--- config.mk ---
export PLATFORM = sky130hd
export DESIGN_NAME = async_bus_master_flat
export DESIGN_NICKNAME = d
export VERILOG_FILES = /design/src/rtl/async_bus_master_pkg.sv /design/src/rtl/async_bus_master_if.sv /design/src/rtl/async_bus_master_phase_timer.sv /design/src/rtl/async_bus_master.sv /design/src/flat_wrapper.sv
export SDC_FILE = /design/constraint.sdc
export NUM_CORES = 1
export LEC_CHECK = 0
export CORE_MARGIN = 1
export CORE_UTILIZATION = 40
export CTS_CLUSTER_SIZE = 10
export DETAILED_ROUTE_END_ITERATION = 8
export PLACE_DENSITY = 0.79
export SYNTH_ARGS = -nofsm -noshare
export SYNTH_HDL_FRONTEND = slang
export SYNTH_SLANG_ARGS = --single-unit
--- constraint.sdc ---
create_clock -name clk -period 3.1 [get_ports clk]
set_input_delay 0.465 -clock clk [delete_from_list [all_inputs] [get_ports clk]]
set_output_delay 0.465 -clock clk [all_outputs]
set_load 0.01 [all_outputs]
--- src/rtl/async_bus_master_pkg.sv ---
// Shared definitions for the asynchronous register-bus master and its slave:
// default bus widths and the bus-cycle state encoding.
package async_bus_pkg;

    localparam int DEF_ADDR_WIDTH = 24;
    localparam int DEF_DATA_WIDTH = 32;
    localparam int DEF_BE_WIDTH   = DEF_DATA_WIDTH / 8;

    // One bus cycle walks IDLE -> SETUP -> STROBE -> HOLD -> IDLE.
    typedef enum logic [1:0] {
        IDLE   = 2'd0,
        SETUP  = 2'd1,
        STROBE = 2'd2,
        HOLD   = 2'd3
    } bus_state_e;

endpackage

--- src/rtl/async_bus_master_if.sv ---
// Request/response handshake plus external bus pins of the register-bus master.
// The master modport is the initiator view; the slave modport is everything on
// the other side (command logic and register-file slave).
interface async_bus_master_if
    import async_bus_pkg::*;
#(
    parameter int ADDR_WIDTH = DEF_ADDR_WIDTH,
    parameter int DATA_WIDTH = DEF_DATA_WIDTH,
    parameter int BE_WIDTH   = DEF_BE_WIDTH
) ();

    // Request side
    logic                  req_valid;
    logic                  req_ready;
    logic                  req_write;
    logic [ADDR_WIDTH-1:0] req_addr;
    logic [DATA_WIDTH-1:0] req_wdata;
    logic [BE_WIDTH-1:0]   req_be;

    // Response side
    logic                  rsp_valid;
    logic [DATA_WIDTH-1:0] rsp_rdata;

    // External bus
    logic [ADDR_WIDTH-1:0] address;
    logic [DATA_WIDTH-1:0] data_out;
    logic [DATA_WIDTH-1:0] data_in;
    logic                  ws_n;
    logic                  rs_n;
    logic [BE_WIDTH-1:0]   be;
    logic                  as;

    modport master (
        input  req_valid, req_write, req_addr, req_wdata, req_be, data_in,
        output req_ready, rsp_valid, rsp_rdata,
        output address, data_out, ws_n, rs_n, be, as
    );

    modport slave (
        output req_valid, req_write, req_addr, req_wdata, req_be, data_in,
        input  req_ready, rsp_valid, rsp_rdata,
        input  address, data_out, ws_n, rs_n, be, as
    );

endinterface

--- src/rtl/async_bus_master_phase_timer.sv ---
// Loadable down-counter shared by the SETUP, STROBE and HOLD phases.
// It stops at zero rather than wrapping, so an idle master sees a steady
// zero flag.
module phase_timer #(
    parameter int CNT_WIDTH = 4
) (
    input  logic                 clk,
    input  logic                 rst,
    input  logic                 load_i,
    input  logic [CNT_WIDTH-1:0] load_val_i,
    output logic                 zero_o
);

    localparam logic [CNT_WIDTH-1:0] ONE = CNT_WIDTH'(1);

    logic [CNT_WIDTH-1:0] cnt_q;
    logic [CNT_WIDTH-1:0] cnt_d;

    // Load wins over decrement; decrement saturates at zero.
    always_comb begin
        cnt_d = cnt_q;
        if (load_i) begin
            cnt_d = load_val_i;
        end else if (cnt_q != '0) begin
            cnt_d = cnt_q - ONE;
        end
    end

    // Counter register.
    always_ff @(posedge clk) begin
        if (rst) begin
            cnt_q <= '0;
        end else begin
            cnt_q <= cnt_d;
        end
    end

    assign zero_o = (cnt_q == '0);

endmodule

--- src/rtl/async_bus_master.sv ---
// Initiator for the asynchronous register bus. Turns one accepted request
// into a setup / strobe / hold bus cycle with programmable phase lengths and
// returns a single-cycle response. Every output comes straight from a flop.
module async_bus_master
    import async_bus_pkg::*;
#(
    parameter int ADDR_WIDTH    = DEF_ADDR_WIDTH,
    parameter int DATA_WIDTH    = DEF_DATA_WIDTH,
    parameter int BE_WIDTH      = DEF_BE_WIDTH,
    parameter int SETUP_CYCLES  = 2,
    parameter int STROBE_CYCLES = 8,
    parameter int HOLD_CYCLES   = 2,
    parameter int CNT_WIDTH     = 4
) (
    input  logic               clk,
    input  logic               rst,
    async_bus_master_if.master bus
);

    // Counter reload values: a phase of N cycles counts N-1 down to 0.
    localparam logic [CNT_WIDTH-1:0] SETUP_LOAD  = CNT_WIDTH'(SETUP_CYCLES - 1);
    localparam logic [CNT_WIDTH-1:0] STROBE_LOAD = CNT_WIDTH'(STROBE_CYCLES - 1);
    localparam logic [CNT_WIDTH-1:0] HOLD_LOAD   = CNT_WIDTH'(HOLD_CYCLES - 1);

    bus_state_e            state_q,     state_d;
    logic                  req_ready_q, req_ready_d;
    logic                  rsp_valid_q, rsp_valid_d;
    logic [DATA_WIDTH-1:0] rsp_rdata_q, rsp_rdata_d;
    logic                  as_q,        as_d;
    logic                  ws_n_q,      ws_n_d;
    logic                  rs_n_q,      rs_n_d;
    logic [ADDR_WIDTH-1:0] address_q,   address_d;
    logic [DATA_WIDTH-1:0] data_out_q,  data_out_d;
    logic [BE_WIDTH-1:0]   be_q,        be_d;
    logic                  write_q,     write_d;

    logic                  tmr_load;
    logic [CNT_WIDTH-1:0]  tmr_load_val;
    logic                  tmr_zero;

    phase_timer #(
        .CNT_WIDTH (CNT_WIDTH)
    ) u_timer (
        .clk        (clk),
        .rst        (rst),
        .load_i     (tmr_load),
        .load_val_i (tmr_load_val),
        .zero_o     (tmr_zero)
    );

    // Next-state logic: each phase ends when the shared timer reaches zero.
    always_comb begin
        state_d      = state_q;
        req_ready_d  = req_ready_q;
        rsp_valid_d  = 1'b0;
        rsp_rdata_d  = rsp_rdata_q;
        as_d         = as_q;
        ws_n_d       = ws_n_q;
        rs_n_d       = rs_n_q;
        address_d    = address_q;
        data_out_d   = data_out_q;
        be_d         = be_q;
        write_d      = write_q;
        tmr_load     = 1'b0;
        tmr_load_val = '0;

        case (state_q)
            IDLE: begin
                if (bus.req_valid && req_ready_q) begin
                    write_d      = bus.req_write;
                    address_d    = bus.req_addr;
                    be_d         = bus.req_be;
                    data_out_d   = bus.req_write ? bus.req_wdata : '0;
                    as_d         = 1'b1;
                    req_ready_d  = 1'b0;
                    tmr_load     = 1'b1;
                    tmr_load_val = SETUP_LOAD;
                    state_d      = SETUP;
                end
            end
            SETUP: begin
                if (tmr_zero) begin
                    if (write_q) begin
                        ws_n_d = 1'b0;
                    end else begin
                        rs_n_d = 1'b0;
                    end
                    tmr_load     = 1'b1;
                    tmr_load_val = STROBE_LOAD;
                    state_d      = STROBE;
                end
            end
            STROBE: begin
                if (tmr_zero) begin
                    // Read data is taken on the same edge the strobe is released.
                    if (!write_q) begin
                        rsp_rdata_d = bus.data_in;
                    end
                    ws_n_d       = 1'b1;
                    rs_n_d       = 1'b1;
                    tmr_load     = 1'b1;
                    tmr_load_val = HOLD_LOAD;
                    state_d      = HOLD;
                end
            end
            HOLD: begin
                if (tmr_zero) begin
                    // Ready rises with the response so a new request can be
                    // accepted in the response cycle.
                    as_d        = 1'b0;
                    rsp_valid_d = 1'b1;
                    req_ready_d = 1'b1;
                    state_d     = IDLE;
                end
            end
            default: begin
                state_d = IDLE;
            end
        endcase
    end

    // State and output registers; reset aborts any bus cycle in flight.
    always_ff @(posedge clk) begin
        if (rst) begin
            state_q     <= IDLE;
            req_ready_q <= 1'b1;
            rsp_valid_q <= 1'b0;
            rsp_rdata_q <= '0;
            as_q        <= 1'b0;
            ws_n_q      <= 1'b1;
            rs_n_q      <= 1'b1;
            address_q   <= '0;
            data_out_q  <= '0;
            be_q        <= '0;
            write_q     <= 1'b0;
        end else begin
            state_q     <= state_d;
            req_ready_q <= req_ready_d;
            rsp_valid_q <= rsp_valid_d;
            rsp_rdata_q <= rsp_rdata_d;
            as_q        <= as_d;
            ws_n_q      <= ws_n_d;
            rs_n_q      <= rs_n_d;
            address_q   <= address_d;
            data_out_q  <= data_out_d;
            be_q        <= be_d;
            write_q     <= write_d;
        end
    end

    assign bus.req_ready = req_ready_q;
    assign bus.rsp_valid = rsp_valid_q;
    assign bus.rsp_rdata = rsp_rdata_q;
    assign bus.as        = as_q;
    assign bus.ws_n      = ws_n_q;
    assign bus.rs_n      = rs_n_q;
    assign bus.address   = address_q;
    assign bus.data_out  = data_out_q;
    assign bus.be        = be_q;

endmodule

--- src/flat_wrapper.sv ---
// flat-port wrapper written by rule: the top's interface ports become plain ports
module async_bus_master_flat import async_bus_pkg::*;
#(
    parameter int ADDR_WIDTH    = DEF_ADDR_WIDTH,
    parameter int DATA_WIDTH    = DEF_DATA_WIDTH,
    parameter int BE_WIDTH      = DEF_BE_WIDTH,
    parameter int SETUP_CYCLES  = 2,
    parameter int STROBE_CYCLES = 8,
    parameter int HOLD_CYCLES   = 2,
    parameter int CNT_WIDTH     = 4
)
  (clk, rst, bus_req_valid, bus_req_write, bus_req_addr, bus_req_wdata, bus_req_be, bus_data_in, bus_req_ready, bus_rsp_valid, bus_rsp_rdata, bus_address, bus_data_out, bus_ws_n, bus_rs_n, bus_be, bus_as);
  async_bus_master_if #(.ADDR_WIDTH(ADDR_WIDTH), .DATA_WIDTH(DATA_WIDTH), .BE_WIDTH(BE_WIDTH)) bus_i ();
  input  logic clk;
  input  logic rst;
  input wire logic [$bits(bus_i.req_valid)-1:0] bus_req_valid;
  input wire logic [$bits(bus_i.req_write)-1:0] bus_req_write;
  input wire logic [$bits(bus_i.req_addr)-1:0] bus_req_addr;
  input wire logic [$bits(bus_i.req_wdata)-1:0] bus_req_wdata;
  input wire logic [$bits(bus_i.req_be)-1:0] bus_req_be;
  input wire logic [$bits(bus_i.data_in)-1:0] bus_data_in;
  output wire logic [$bits(bus_i.req_ready)-1:0] bus_req_ready;
  output wire logic [$bits(bus_i.rsp_valid)-1:0] bus_rsp_valid;
  output wire logic [$bits(bus_i.rsp_rdata)-1:0] bus_rsp_rdata;
  output wire logic [$bits(bus_i.address)-1:0] bus_address;
  output wire logic [$bits(bus_i.data_out)-1:0] bus_data_out;
  output wire logic [$bits(bus_i.ws_n)-1:0] bus_ws_n;
  output wire logic [$bits(bus_i.rs_n)-1:0] bus_rs_n;
  output wire logic [$bits(bus_i.be)-1:0] bus_be;
  output wire logic [$bits(bus_i.as)-1:0] bus_as;
  assign bus_i.req_valid = bus_req_valid;
  assign bus_i.req_write = bus_req_write;
  assign bus_i.req_addr = bus_req_addr;
  assign bus_i.req_wdata = bus_req_wdata;
  assign bus_i.req_be = bus_req_be;
  assign bus_i.data_in = bus_data_in;
  assign bus_req_ready = bus_i.req_ready;
  assign bus_rsp_valid = bus_i.rsp_valid;
  assign bus_rsp_rdata = bus_i.rsp_rdata;
  assign bus_address = bus_i.address;
  assign bus_data_out = bus_i.data_out;
  assign bus_ws_n = bus_i.ws_n;
  assign bus_rs_n = bus_i.rs_n;
  assign bus_be = bus_i.be;
  assign bus_as = bus_i.as;
  async_bus_master #(.ADDR_WIDTH(ADDR_WIDTH), .DATA_WIDTH(DATA_WIDTH), .BE_WIDTH(BE_WIDTH), .SETUP_CYCLES(SETUP_CYCLES), .STROBE_CYCLES(STROBE_CYCLES), .HOLD_CYCLES(HOLD_CYCLES), .CNT_WIDTH(CNT_WIDTH)) u_core (.clk(clk), .rst(rst), .bus(bus_i));
endmodule
Word-level counts from Yosys, hierarchy flattened
Cells that the tools add are included.
- bits of input ports: 96
- output and inout port bits: 97
- word-level logic and storage cells: 66
- register bits after elaboration: 104
- bitwise gates (word level): 2
- add/subtract/negate cells: 1
- equal/unequal tests: 9
- reduce and logical (&&, ||, !) cells: 15
- muxes and demuxes: 27
- operators with widths (operator ; number):
    2-to-1 mux 32 bit ; 1
    2-to-1 mux 1 bit ; 12
    one-hot mux 4 bit (3 select lines) ; 1
    AND reduction 4 bit ; 3
    != test 2 x 1 -> 1 bit, second input constant ; 5
    one-hot mux 1 bit (2 select lines) ; 5
    2-to-1 mux 2 bit ; 4
    2-to-1 mux 4 bit ; 2
    one-hot mux 2 bit (4 select lines) ; 1
    AND reduction 3 bit ; 2
    nonzero test 2 bit ; 3
    == test 2 bit, second input constant ; 2
    logical NOT 4 bit ; 1
    nonzero test 4 bit ; 1
    OR reduction 2 bit ; 2
    subtractor 4 x 1 -> 4 bit, second input constant ; 1
    2-to-1 mux 3 bit ; 1
    == test 2 x 1 -> 1 bit, second input constant ; 1
    logical NOT 2 bit ; 1
    != test 2 bit, second input constant ; 1
    NOT 1 bit ; 2
    AND reduction 2 bit ; 1
    logical AND 1 bit ; 1

Depth between registers and ports, before layout
Gate-level depths: netlist of the first run.
- word-level depth: 4
- gate-level depth with buffers: 8
- mapped depth without buffers: 6

Hierarchy
A second synthesis of the first run with hierarchy kept.
- cell total of the unflattened synthesis: 487
- area, all modules: 3945.0 um^2
- by module, submodules not included (module ; seq. area each (um^2) ; area an instance (um^2) ; instances ; cells an instance):
    async_bus_master ; 2001.9 ; 3716.1 ; 1 ; 463
    phase_timer ; 80.1 ; 229.0 ; 1 ; 24

Worst setup path after synthesis of the first run
OpenSTA, ideal clock, no wires.
- path type: register to register
- start point: reg u_core.u_timer.cnt_q[0]
- end point: reg u_core.rsp_rdata_q[10], in the netlist u_core.bus.rsp_rdata[10]
- stages on the path, launching flop included: 9
- buffers on the path: 2
- library setup time: 70 ps
- clock period less this slack: 1697 ps
- setup slack: 1403 ps
- data required time: 3030 ps
- data arrival time: 1628 ps
- path through: dfxtp_1 > inv_1 > ha_1 > or3b_1 > buf_6 > nor3b_4 > buf_6 > nand2_1 > a21oi_1
- word-level cells in the longest chain between the ends: 2
- ends and longest elaborated chain (what ; line ; RTL):
    from (decl) ; async_bus_master_phase_timer.sv:16 ; logic [CNT_WIDTH-1:0] cnt_q;
    from (signal assigned) ; async_bus_master_phase_timer.sv:34 ; cnt_q <= cnt_d;
    logical NOT 4 bit ; async_bus_master_phase_timer.sv:38 ; assign zero_o = (cnt_q == '0);
    AND reduction 3 bit (no source line) ; - ;
    to (signal assigned) ; async_bus_master.sv:140 ; rsp_rdata_q <= rsp_rdata_d;
    to (decl) ; async_bus_master.sv:28 ; logic [DATA_WIDTH-1:0] rsp_rdata_q, rsp_rdata_d;
No other way between the ends.
A chain may end at the register's enable or synchronous reset.

Worst setup path in the final report of the first run
- start point: reg u_core.u_timer.cnt_q[0]
- end point: reg u_core.rsp_rdata_q[11], in the netlist u_core.bus.rsp_rdata[11]
Same word-level chain as after synthesis.

==> metrics.md, run 1 <==
| Metric | Value |
|---|---|
| Family with the most delay on the worst path | simple AND/OR/NAND/NOR gates |
| Seq pwr share | 42.0% |
| Antenna Cells | 0 |
| GRT Util Overall | 21.3% |
| Hold Fails Final Rpt | 0 |
| Global route total overflow | 0 |
| Die ar. | 10300 um2 |
| Switch share | 35.5% |
| Minimum clock period | 2.04 ns |
| F_max | slightly below 500 MHz |
| Sequential-to-total area share from yosys stat | 52.4% |
| Multi-input logic area | 1630 um2 |
| Sink Count | 104 |
| Switch Pwr | between 1 and 1.5 mW |
| Skew-Pair Late Insertion Delay | 0.35 ns |
| CTS H-tree depth | 3 |
| Pwr dens | 666 nW/um2 |
| Worst min path class | register to register |
| Synth top area share | 52.4% |
| Comb power frac | 38.7% |
| Hold_buf cts | 0 |
| Via count | 3924 |
| Worst-path clk slew | roughly 0.10 ns |
| Root Buffer | clkbuf_8 |
| Worst EP arrival | 2.31 ns |
| Max Cap Violations | 0 |
| Crit path launch type | register |
| Critical path, cell by cell | inv_1 > ha_1 > or3b_1 > nor3b_4 > buf_4 > nand2_1 > a21oi_1 |
| Width of the die | approximately 100 um |
| Pint | 2.60 mW |
| CP Class | register to register |
| Pre-antenna DRT Iters | 4 |
| Via-to-Cell Ratio | slightly below 5 |
| Syn_area_per_cell | 8.15 um2 |
| Synthesized flop and latch total | 104 |
| Final ANT Viol Nets | 0 |
| Gpl congestion | about 0.76 |
| DRT iter0 DRCs | 165 |
| Initial Util | between 40% and 50% |
| RSZ-0062 raised after global routing | no |
| Drt wl/cell | 14.0 um |
| Cell Rows | 36 |
| Area leader, netlist | dfxtp_1 |
| # DRC | 0 |
| Syn Inst Count | 488 |
| Chip height | 102 um |
| Total Neg Setup Slack | 0 ns |
| Synth unique cells | 30 |
| Final WL | 11100 um |
| Port Buf Inserts | 192 |
| Share of layout cells above drive strength 1 | 3.92% |
| Critical-path maximum fanout | 32 |
| Part of the power in the clock network | between 15 and 20% |
| Cell Area, Synth | ~4000 um2 |
| Peak supply drop | between 0.3 and 0.4 mV |
| Post-CTS Resized | 0 |
| Slew HR | a little under half |
| Status | completed |
| Syn. warnings | 0 |
| Worst-case clock buffer depth | 2 |
| First-pass GRT wire length | 17400 um |
| Hpwl dp | around 7800 um |
| Syn nets | 591 |
| Crit path largest cell delay | about 0.53 ns |
| Num CTS Buffers | 9 |
| Post-CTS Setup Bufs | 0 |
| Largest net degree at the start of global routing | 81 |
| Ports | 193 |
| Worst Tran Pin Value | a little over 0.8 ns |
| CP bufs+invs | 2 |
| Pleak | 2.09 nW |
| Fillers | 841 |
| CP max-delay cell | or3b_1 |
| R2r setup slk | 1.06 ns |
| Final Setup Violations | 0 |
| Max Transition Viols Final | 0 |
| CTS tree | built |
| Synth top area cells | dfxtp_1 52%, nand2_1 15%, a21oi_1 12% |
| Layout Nets | 763 |
| Critical Path RT | 3.36 ns |
| Final period util | 65.9% |
| Vias in the first global route | 3739 |
| FF/Latch Area | 2080 um2 |
| Clock Skew | 0.0184 ns |
| P&R area growth vs syn | 52.1% |
| Crit. End Element | register |
| Initial antenna violation count | 0 |
| Core ar. | 9680 um2 |
| Post-layout util | 62.5% |
path summary, 6_finish.rpt:
path	startpoint	to	cells after the start
hold reg to reg	u_core.bus.data_out[18]	u_core.bus.data_out[18]	2
setup reg to reg	u_core.u_timer.cnt_q[0]	u_core.bus.rsp_rdata[11]	7
hold / removal	u_core.bus.data_out[18]	u_core.bus.data_out[18]	2
setup / recovery	u_core.u_timer.cnt_q[0]	u_core.bus.rsp_rdata[11]	7
final cells by class:
type / count / area share [%]
Sequential cell: 104 / 34.4
Timing Repair Buffer: 198 / 32.7
Multi-Input combinational cell: 342 / 26.9
Tap cell: 133 / 2.75
Clock buffer: 10 / 2.28
Clock inverter: 5 / 0.683
Inverter: 5 / 0.310
sequential cells by signal, indices dropped and copies added, names as in the netlist, 2 cells and up:
signal and flops:
u_core.bus.data_out 32, u_core.u_timer.cnt_q 4, u_core.state_q 2, u_core.bus.address 24, u_core.bus.be 4, u_core.bus.rsp_rdata 32
kinds of logic (layout without fill, tap and decap cells):
kind of cell | after synthesis | after routing | share of synthesized area [%]
compound gates | 108 | 108 | 14.1
fa+ha+maj | 7 | 7 | 2.20
buf+inv | 42 | 218 | 6.92
flops | 104 | 104 | 52.4
mux | 1 | 1 | 0.252
simple gates | 226 | 226 | 24.1
stage by stage:
stage / setup slack (ns) / hold slack, ns / cell area, um2 / power (mW) / cells
floorplan: 1.40 / 0.473 / 3980 / 2.64 / 488
global placement: 1.08 / 0.437 / 5870 / 3.22 / 782
detailed placement: 0.996 / 0.442 / 5870 / 3.28 / 782
CTS: 1.05 / 0.457 / 6050 / 4.06 / 797
global route: 0.903 / 0.478 / 6050 / 4.31 / 797
finish: 1.06 / 0.456 / 6050 / 4.03 / 797
synthesized netlist by cell type:
cell type,instances
nor3b_2,1
nand2_1,161
nand3b_1,2
or3b_1,1
a31o_1,1
or3_1,2
nor2_1,9
and3_1,1
a211oi_1,2
a2bb2oi_1,1
nand2b_1,2
a21oi_1,98
dfxtp_1,104
o21bai_1,1
nor4_1,2
o21ai_0,3
mux2i_1,1
buf_6,5
a22oi_1,1
clkbuf_8,8
inv_1,5
nor3b_4,1
or2_1,1
nor3_1,5
nor2b_1,1
ha_1,7
nand3_1,37
a211o_1,1
clkbuf_1,22
buf_1,2
worst min-delay path: cells and delay by family, from the launching register on:
kind,cells,cell delay (ns)
DFF,1,0.32
and+or+nand+nor,1,0.05
AOI/OAI and AO/OA,1,0.05
per-layer routing:
metal	vias to the layer above	routed length [um]	track usage (%)
met4	0	153	7.02
met2	159	5360	37.0
met5	-	0	0
met1	1804	4360	23.8
met3	12	1270	8.28
li1	1949	-	-
cell usage in the layout (no fill, tap or decap), types with 5 or more instances in the layout:
cell | synthesis | layout
nand3_1 | 37 | 36
a21oi_1 | 98 | 98
dfxtp_1 | 104 | 104
buf_4 | 0 | 6
nor3_1 | 5 | 5
ha_1 | 7 | 7
clkdlybuf4s50_1 | 0 | 191
nand2_1 | 161 | 161
inv_1 | 5 | 5
clkbuf_8 | 8 | 10
nor2_1 | 9 | 9
power groups by stage:
stage | clock, mW | combinational [mW] | sequential (mW)
after floorplan | 0 | 0.850 | 1.79
after global placement | 0 | 1.52 | 1.70
after detailed placement | 0 | 1.56 | 1.72
after CTS | 0.801 | 1.57 | 1.69
after global routing | 0.857 | 1.73 | 1.72
final | 0.780 | 1.56 | 1.69
(Power assumes the default switching activity.)
==> run 2: changes to the inputs <==
--- a/config.mk
+++ b/config.mk
@@ -6,10 +6,10 @@
 export NUM_CORES = 1
 export LEC_CHECK = 0
 export CORE_MARGIN = 1
-export CORE_UTILIZATION = 40
+export CORE_UTILIZATION = 37
 export CTS_CLUSTER_SIZE = 10
 export DETAILED_ROUTE_END_ITERATION = 8
-export PLACE_DENSITY = 0.79
+export PLACE_DENSITY = 0.77
 export SYNTH_ARGS = -nofsm -noshare
 export SYNTH_HDL_FRONTEND = slang
 export SYNTH_SLANG_ARGS = --single-unit
==> constraint.sdc (replaced) <==
create_clock -name clk -period 1.75 [get_ports clk]
set_input_delay 0.2625 -clock clk [delete_from_list [all_inputs] [get_ports clk]]
set_output_delay 0.2625 -clock clk [all_outputs]
set_load 0.01 [all_outputs]
==> metrics.md, run 2 (synthesis gave the netlist of run 1 again) <==
| Metric | Value |
|---|---|
| Worst R2R Start | u_core.u_timer.cnt_q[1] |
| # placed instances | 796 (+1.8%) |
| Hold_buf cts | 0 (unchanged) |
| Critical Path RT | 2.03 ns (-1.33 ns) |
| Worst-case clock buffer depth | 2 (unchanged) |
| Status | finished, violations left |
| Part of the power in the clock network | 18.6% (-0.8 points) |
| Initial Util | 38.3% (-2.7 points) |
| Most frequent cells in the layout | 191 x clkdlybuf4s50_1, 157 x nand2_1, 102 x dfxtp_1, 90 x a21oi_1, 36 x nand3_1 |
| Slew HR | 65.1% (+19 points) |
| DRT iter0 DRCs | 249 (+51%) |
| Initial antenna violation count | 0 (unchanged) |
| F_max | 564 MHz (+15%) |
| Pre-antenna DRT Iters | 6 (+2) |
| Final Setup Violations | 4 (+4) |
| Worst Tran Pin Value | 0.523 ns (-0.287 ns) |
| Place WS | -0.0555 ns (-1.05 ns) |
| RSZ-0062 raised after global routing | yes |
| Crit path from | u_core.u_timer.cnt_q[1] |
| Final ANT Viol Nets | 0 (unchanged) |
| First-pass GRT wire length | 17700 um (+1.7%) |
| Peak supply drop | 0.589 mV (+82%) |
| Root Buffer | clkbuf_8 |
| Max Transition Viols Final | 0 (unchanged) |
| Hpwl dp | 8260 um (+6.3%) |
| Failing checks | negative setup slack |
| # DRC | 0 (unchanged) |
| Critical-path maximum fanout | 8 (-75%) |
| Sink Count | 104 (unchanged) |
| P&R area growth vs syn | 59.4% |
| Layout Nets | 779 (+2.1%) |
| Share of layout cells above drive strength 1 | 8.96% (+5.0 points) |
| Gpl congestion | 0.769 (+1.8%) |
| Chip height | 106 um (+3.9%) |
| Fillers | 906 (+7.7%) |
| Final std cells w/o fill | 817 (+2.5%) |
| Max Cap Violations | 0 (unchanged) |
| Seq pwr share | 39.3% (-2.7 points) |
| Multi-input logic area | 1690 um2 (+4.1%) |
| Pwr dens | 1200 nW/um2 (+81%) |
| Crit path launch type | register |
| CTS tree | built |
| R2R cell count | 8 (+1) |
| Largest net degree at the start of global routing | 48 (-41%) |
| FF/Latch Area | 2080 um2 (+0.12%) |
| Skew-Pair Late Insertion Delay | 0.36 ns (about the same) |
| GRT Util Overall | 19.5% (-1.8 points) |
| Hold Fails Final Rpt | 0 (unchanged) |
| Pint | 4.96 mW (+91%) |
| Via count | 4014 (+2.3%) |
| Drt wl/cell | 14.5 um (+4.0%) |
| Antenna Cells | 0 (unchanged) |
| Final WL | 11900 um (+6.6%) |
| Final WS setup | -0.0219 ns (-1.08 ns) |
| Worst min path class | input pin to register |
| Comb power frac | 42.2% (+3.5 points) |
| CTS H-tree depth | 3 (unchanged) |
| Cell Rows | 37 (+2.8%) |
| Die ar. | 11200 um2 (+7.9%) |
| Minimum clock period | 1.77 ns (-0.271 ns) |
| CP Class | register to register |
| Crit. End Element | register |
| Ports | 193 (unchanged) |
| Vias in the first global route | 3767 (+0.75%) |
| Num CTS Buffers | 9 (unchanged) |
| Width of the die | 106 um (+3.9%) |
| Reg2reg end | u_core.bus.rsp_rdata[20] |
| Pwr Total | 7.63 mW (+90%) |
| Clock Skew | 0.0210 ns (+0.00255 ns) |
| Worst-path clk slew | 0.10 ns (about the same) |
| Worst EP arrival | 2.05 ns (-0.26 ns) |
| Switch Pwr | 2.67 mW (+87%) |
| R2r setup slk | -0.02 ns (-1.08 ns) |
| Pleak | 2.22 nW (+6.0%) |
| WHS | 0.380 ns (-0.0762 ns) |
| Core ar. | 10400 um2 (+7.1%) |
| Final period util | 101% (+35 points) |
| Switch share | 35.0% (-0.50 points) |
| Port Buf Inserts | 192 (unchanged) |
| Commonest non-fill, non-tap cell in the layout | clkdlybuf4s50_1 |
| End point of the critical path | u_core.bus.rsp_rdata[20] |
| Global route total overflow | 0 (unchanged) |
| Via-to-Cell Ratio | 4.91 (-0.21%) |
==> run 2: changes by cell type in the layout (fill, tap and decap cells not counted), sizes merged <==
cell / delta
buf: +14
clkbuf: +3
clkinvlp: -1
inv: +1
==> run 2: worst min-delay path by stage <==
stage	startpoint	endpoint	slack [ns]	cells past startpoint
floorplan	bus_req_addr[0]	u_core.bus.address[0]	0.40	2
global placement	u_core.bus.data_out[14]	u_core.bus.data_out[14]	0.44	2
detailed placement	u_core.bus.data_out[24]	u_core.bus.data_out[24]	0.44	2
CTS	rst	u_core.bus.rsp_rdata[29]	0.35	2
global route	rst	u_core.bus.address[12]	0.38	2
finish	rst	u_core.bus.address[12]	0.38	2
==> run 2: final cells by class <==
cell class / count / share of cell area (%)
inverters: 5 / 0.296
clock buffers: 11 / 2.23
repair buffers: 214 / 34.5
clock inverters: 5 / 0.711
flip-flops and latches: 104 / 32.9
well taps: 136 / 2.69
multi-input cells: 342 / 26.7
==> run 2: metal layers <==
| layer | routed length, um | part of all wire (%) | GRT usage, % |
|---|---|---|---|
| met1 | 4900 | 41 | 23.7 |
| met2 | 5840 | 49 | 33.7 |
| met3 | 950 | 8.0 | 5.01 |
| met5 | 0 | 0 | 0 |
| met4 | 189 | 1.6 | 5.65 |
==> run 2: repair_timing <==
item,CTS,global route
pin swaps,0,5
setup endpoints to repair,33,35
resized for setup,6,15
buffers inserted,0,2
gates cloned,0,3
==> run 2: stage by stage <==
| stage | setup TNS (ns) | instance area, um2 | util (%) |
|---|---|---|---|
| floorplan | 0 | 3980 | - |
| global placement | 0 | 5990 | 57.8 |
| detailed placement | -0.172 | 5990 | 57.8 |
| CTS | -0.00443 | 6200 | 59.7 |
| global route | -1.59 | 6340 | 61.1 |
| finish | -0.0468 | 6340 | 61.1 |
==> run 2: critical path, stage by stage, from the launching register on <==
cell and delay [ns]:
dfxtp_2 0.34, inv_2 0.07, ha_4 0.13, or3b_4 0.42, nor3b_4 0.23, buf_12 0.16, clkbuf_16 0.15, nand2_1 0.06
a21oi_1 0.13
==> run 2: power groups by stage <==
| stage | Sequential [mW] | Combinational (mW) | Clock, mW |
|---|---|---|---|
| after floorplan | 3.17 | 1.51 | 0 |
| after CTS | 2.99 | 3.02 | 1.47 |
| after detailed placement | 3.04 | 2.97 | 0 |
| final | 3.00 | 3.22 | 1.42 |
| after global routing | 3.05 | 3.51 | 1.57 |
| after global placement | 3.02 | 2.88 | 0 |
==> run 3: changes to the inputs <==
--- a/config.mk
+++ b/config.mk
@@ -6,10 +6,11 @@
 export NUM_CORES = 1
 export LEC_CHECK = 0
 export CORE_MARGIN = 1
-export CORE_UTILIZATION = 37
+export CORE_UTILIZATION = 40
 export CTS_CLUSTER_SIZE = 10
 export DETAILED_ROUTE_END_ITERATION = 8
-export PLACE_DENSITY = 0.77
+export PLACE_DENSITY = 0.79
+export SLEW_MARGIN = 25
 export SYNTH_ARGS = -nofsm -noshare
 export SYNTH_HDL_FRONTEND = slang
 export SYNTH_SLANG_ARGS = --single-unit
==> constraint.sdc (replaced) <==
create_clock -name clk -period 2.27 [get_ports clk]
set_input_delay 0.3405 -clock clk [delete_from_list [all_inputs] [get_ports clk]]
set_output_delay 0.3405 -clock clk [all_outputs]
set_load 0.01 [all_outputs]
==> metrics.md, run 3 (synthesis gave the netlist of run 1 again) <==
| Metric | Value |
|---|---|
| Skew-Pair Late Insertion Delay | 0.37 ns (about the same) |
| Critical Path RT | 2.56 ns (+0.53 ns) |
| F_max | 507 MHz (-10%) |
| Worst-case clock buffer depth | 2 (unchanged) |
| Hold_buf cts | 0 (unchanged) |
| Slew HR | 60.0% (-5.1 points) |
| Largest net degree at the start of global routing | 59 (+23%) |
| Port Buf Inserts | 192 (unchanged) |
| Final WL | 11000 um (-7.0%) |
| CTS tree | built |
| Sink Count | 104 (unchanged) |
| RSZ-0062 raised after global routing | no |
| GRT Util Overall | 21.2% (+1.8 points) |
| End point of the critical path | u_core.bus.rsp_rdata[23] |
| Root Buffer | clkbuf_8 |
| R2R cell count | 7 (-1) |
| R2r setup slk | 0.30 ns (+0.32 ns) |
| Placed cell areas | 5900 um2 (-1.5%) |
| # placed instances | 785 (-1.4%) |
| Most frequent cells in the layout | 191 x clkdlybuf4s50_1, 161 x nand2_1, 104 x dfxtp_1, 98 x a21oi_1, 36 x nand3_1 |
| Drt wl/cell | 13.8 um (-5.2%) |
| Width of the die | 102 um (-3.7%) |
| Post-CTS Resized | 0 (-6) |
| Core ar. | 9680 um2 (-6.6%) |
| Minimum clock period | 1.97 ns (+0.201 ns) |
| Worst R2R Start | u_core.u_timer.cnt_q[0] |
| Critical-path maximum fanout | 32 (+24) |
| Layout Nets | 766 (-1.7%) |
| Status | completed |
| Critical path, cell by cell | inv_1 > ha_1 > or3b_1 > nor3b_4 > buf_4 > nand2_1 > a21oi_1 |
| Gpl congestion | 0.839 (+9.1%) |
| DRT iter0 DRCs | 98 (-61%) |
| Worst min path class | register to register |
| Crit. End Element | register |
| Crit path largest cell delay | 0.51 ns (+0.09 ns) |
| Cell Rows | 36 (-2.7%) |
| Antenna Cells | 0 (unchanged) |
| Reg2reg end | u_core.bus.rsp_rdata[23] |
| Final period util | 86.9% (-14 points) |
| Global route total overflow | 0 (unchanged) |
| Pre-antenna DRT Iters | 4 (-2) |
| Via count | 3882 (-3.3%) |
| Initial antenna violation count | 0 (unchanged) |
| Clock Skew | 0.00835 ns (-0.0126 ns) |
| Initial Util | 41.1% (+2.7 points) |
| Worst EP arrival | 2.27 ns (+0.22 ns) |
| Pleak | 2.11 nW (-5.0%) |
| Finished Cell Area | 6070 um2 (-4.2%) |
| Peak supply drop | 0.463 mV (-21%) |
| CTS H-tree depth | 3 (unchanged) |
| Final std cells w/o fill | 801 (-2.0%) |
| Die ar. | 10300 um2 (-7.4%) |
| Fillers | 859 (-5.2%) |
| Worst Tran Pin Value | 0.599 ns (+0.0763 ns) |
| Post-layout util | 62.7% (+1.6 points) |
| Commonest non-fill, non-tap cell in the layout | clkdlybuf4s50_1 |
| Final ANT Viol Nets | 0 (unchanged) |
| Worst-path clk slew | 0.09 ns (about the same) |
| Crit path launch type | register |
| CP max-delay cell | or3b_1 |
| Hpwl dp | 7960 um (-3.6%) |
| Final Setup Violations | 0 (-4) |
| Vias in the first global route | 3650 (-3.1%) |
| Total Neg Setup Slack | 0 ns (+0.0468 ns) |
| Pwr dens | 903 nW/um2 (-25%) |
| Chip height | 102 um (-3.7%) |
| Num CTS Buffers | 9 (unchanged) |
| Via-to-Cell Ratio | 4.85 (-1.4%) |
| Ports | 193 (unchanged) |
| Share of layout cells above drive strength 1 | 4.04% (-4.9 points) |
| P&R area growth vs syn | 52.7% |
| CP Class | register to register |
| Post-CTS Setup Bufs | 0 (unchanged) |
| Max Cap Violations | 0 (unchanged) |
| First-pass GRT wire length | 17200 um (-3.0%) |
| Crit path from | u_core.u_timer.cnt_q[0] |
| Hold Fails Final Rpt | 0 (unchanged) |
| # DRC | 0 (unchanged) |
| Max Transition Viols Final | 0 (unchanged) |
-- run 3: cell type report --
| type | instances | area [um2] | share of cell area, % |
|---|---|---|---|
| Sequential cell | 104 | 2080 | 34.3 |
| Timing Repair Buffer | 201 | 2010 | 33.1 |
| Multi-Input combinational cell | 342 | 1630 | 26.8 |
| Tap cell | 133 | 166 | 2.74 |
| Clock buffer | 13 | 149 | 2.45 |
| Inverter | 5 | 18.8 | 0.309 |
| Clock inverter | 3 | 17.5 | 0.289 |
-- run 3: worst max-delay path: cells and delay by family (launching register included) --
family / cells / cell delay (ns)
fa+ha+maj: 1 / 0.20
buf+inv: 2 / 0.39
flops: 1 / 0.34
compound gates: 1 / 0.14
simple gates: 3 / 0.84
-- run 3: how the worst min path moves through the flow --
stage	end	slack [ns]	startpoint	cells after the start
floorplan	u_core.bus.data_out[27]	0.47	u_core.bus.data_out[27]	2
global placement	u_core.bus.data_out[9]	0.44	u_core.bus.data_out[9]	2
detailed placement	u_core.bus.data_out[31]	0.44	u_core.bus.data_out[31]	2
CTS	u_core.bus.data_out[12]	0.46	u_core.bus.data_out[12]	2
global route	u_core.bus.data_out[0]	0.47	u_core.bus.data_out[0]	2
finish	u_core.bus.data_out[11]	0.45	u_core.bus.data_out[11]	2
-- run 3: per-stage QoR --
stage / setup slack (ns) / hold slack [ns] / total power, mW
CTS: 0.301 / 0.455 / 5.54
global placement: 0.365 / 0.437 / 4.42
global route: 0.125 / 0.470 / 5.86
detailed placement: 0.298 / 0.444 / 4.50
floorplan: 0.573 / 0.473 / 3.60
finish: 0.297 / 0.455 / 5.48
-- run 3: where the power goes --
group          switching (mW)  leakage [nW]  internal (mW)
clock                   0.606        0.0834          0.428
combinational            1.12          1.18           1.03
sequential              0.181         0.845           2.12
total                    1.91          2.11           3.58
-- run 3: layer usage --
| layer | up-vias | track usage, % | part of all wire (%) |
|---|---|---|---|
| met5 | - | 0 | 0 |
| met4 | 0 | 8.03 | 1.4 |
| met3 | 12 | 8.35 | 11 |
| met2 | 141 | 36.4 | 48 |
| met1 | 1779 | 23.6 | 40 |
| li1 | 1950 | - | - |
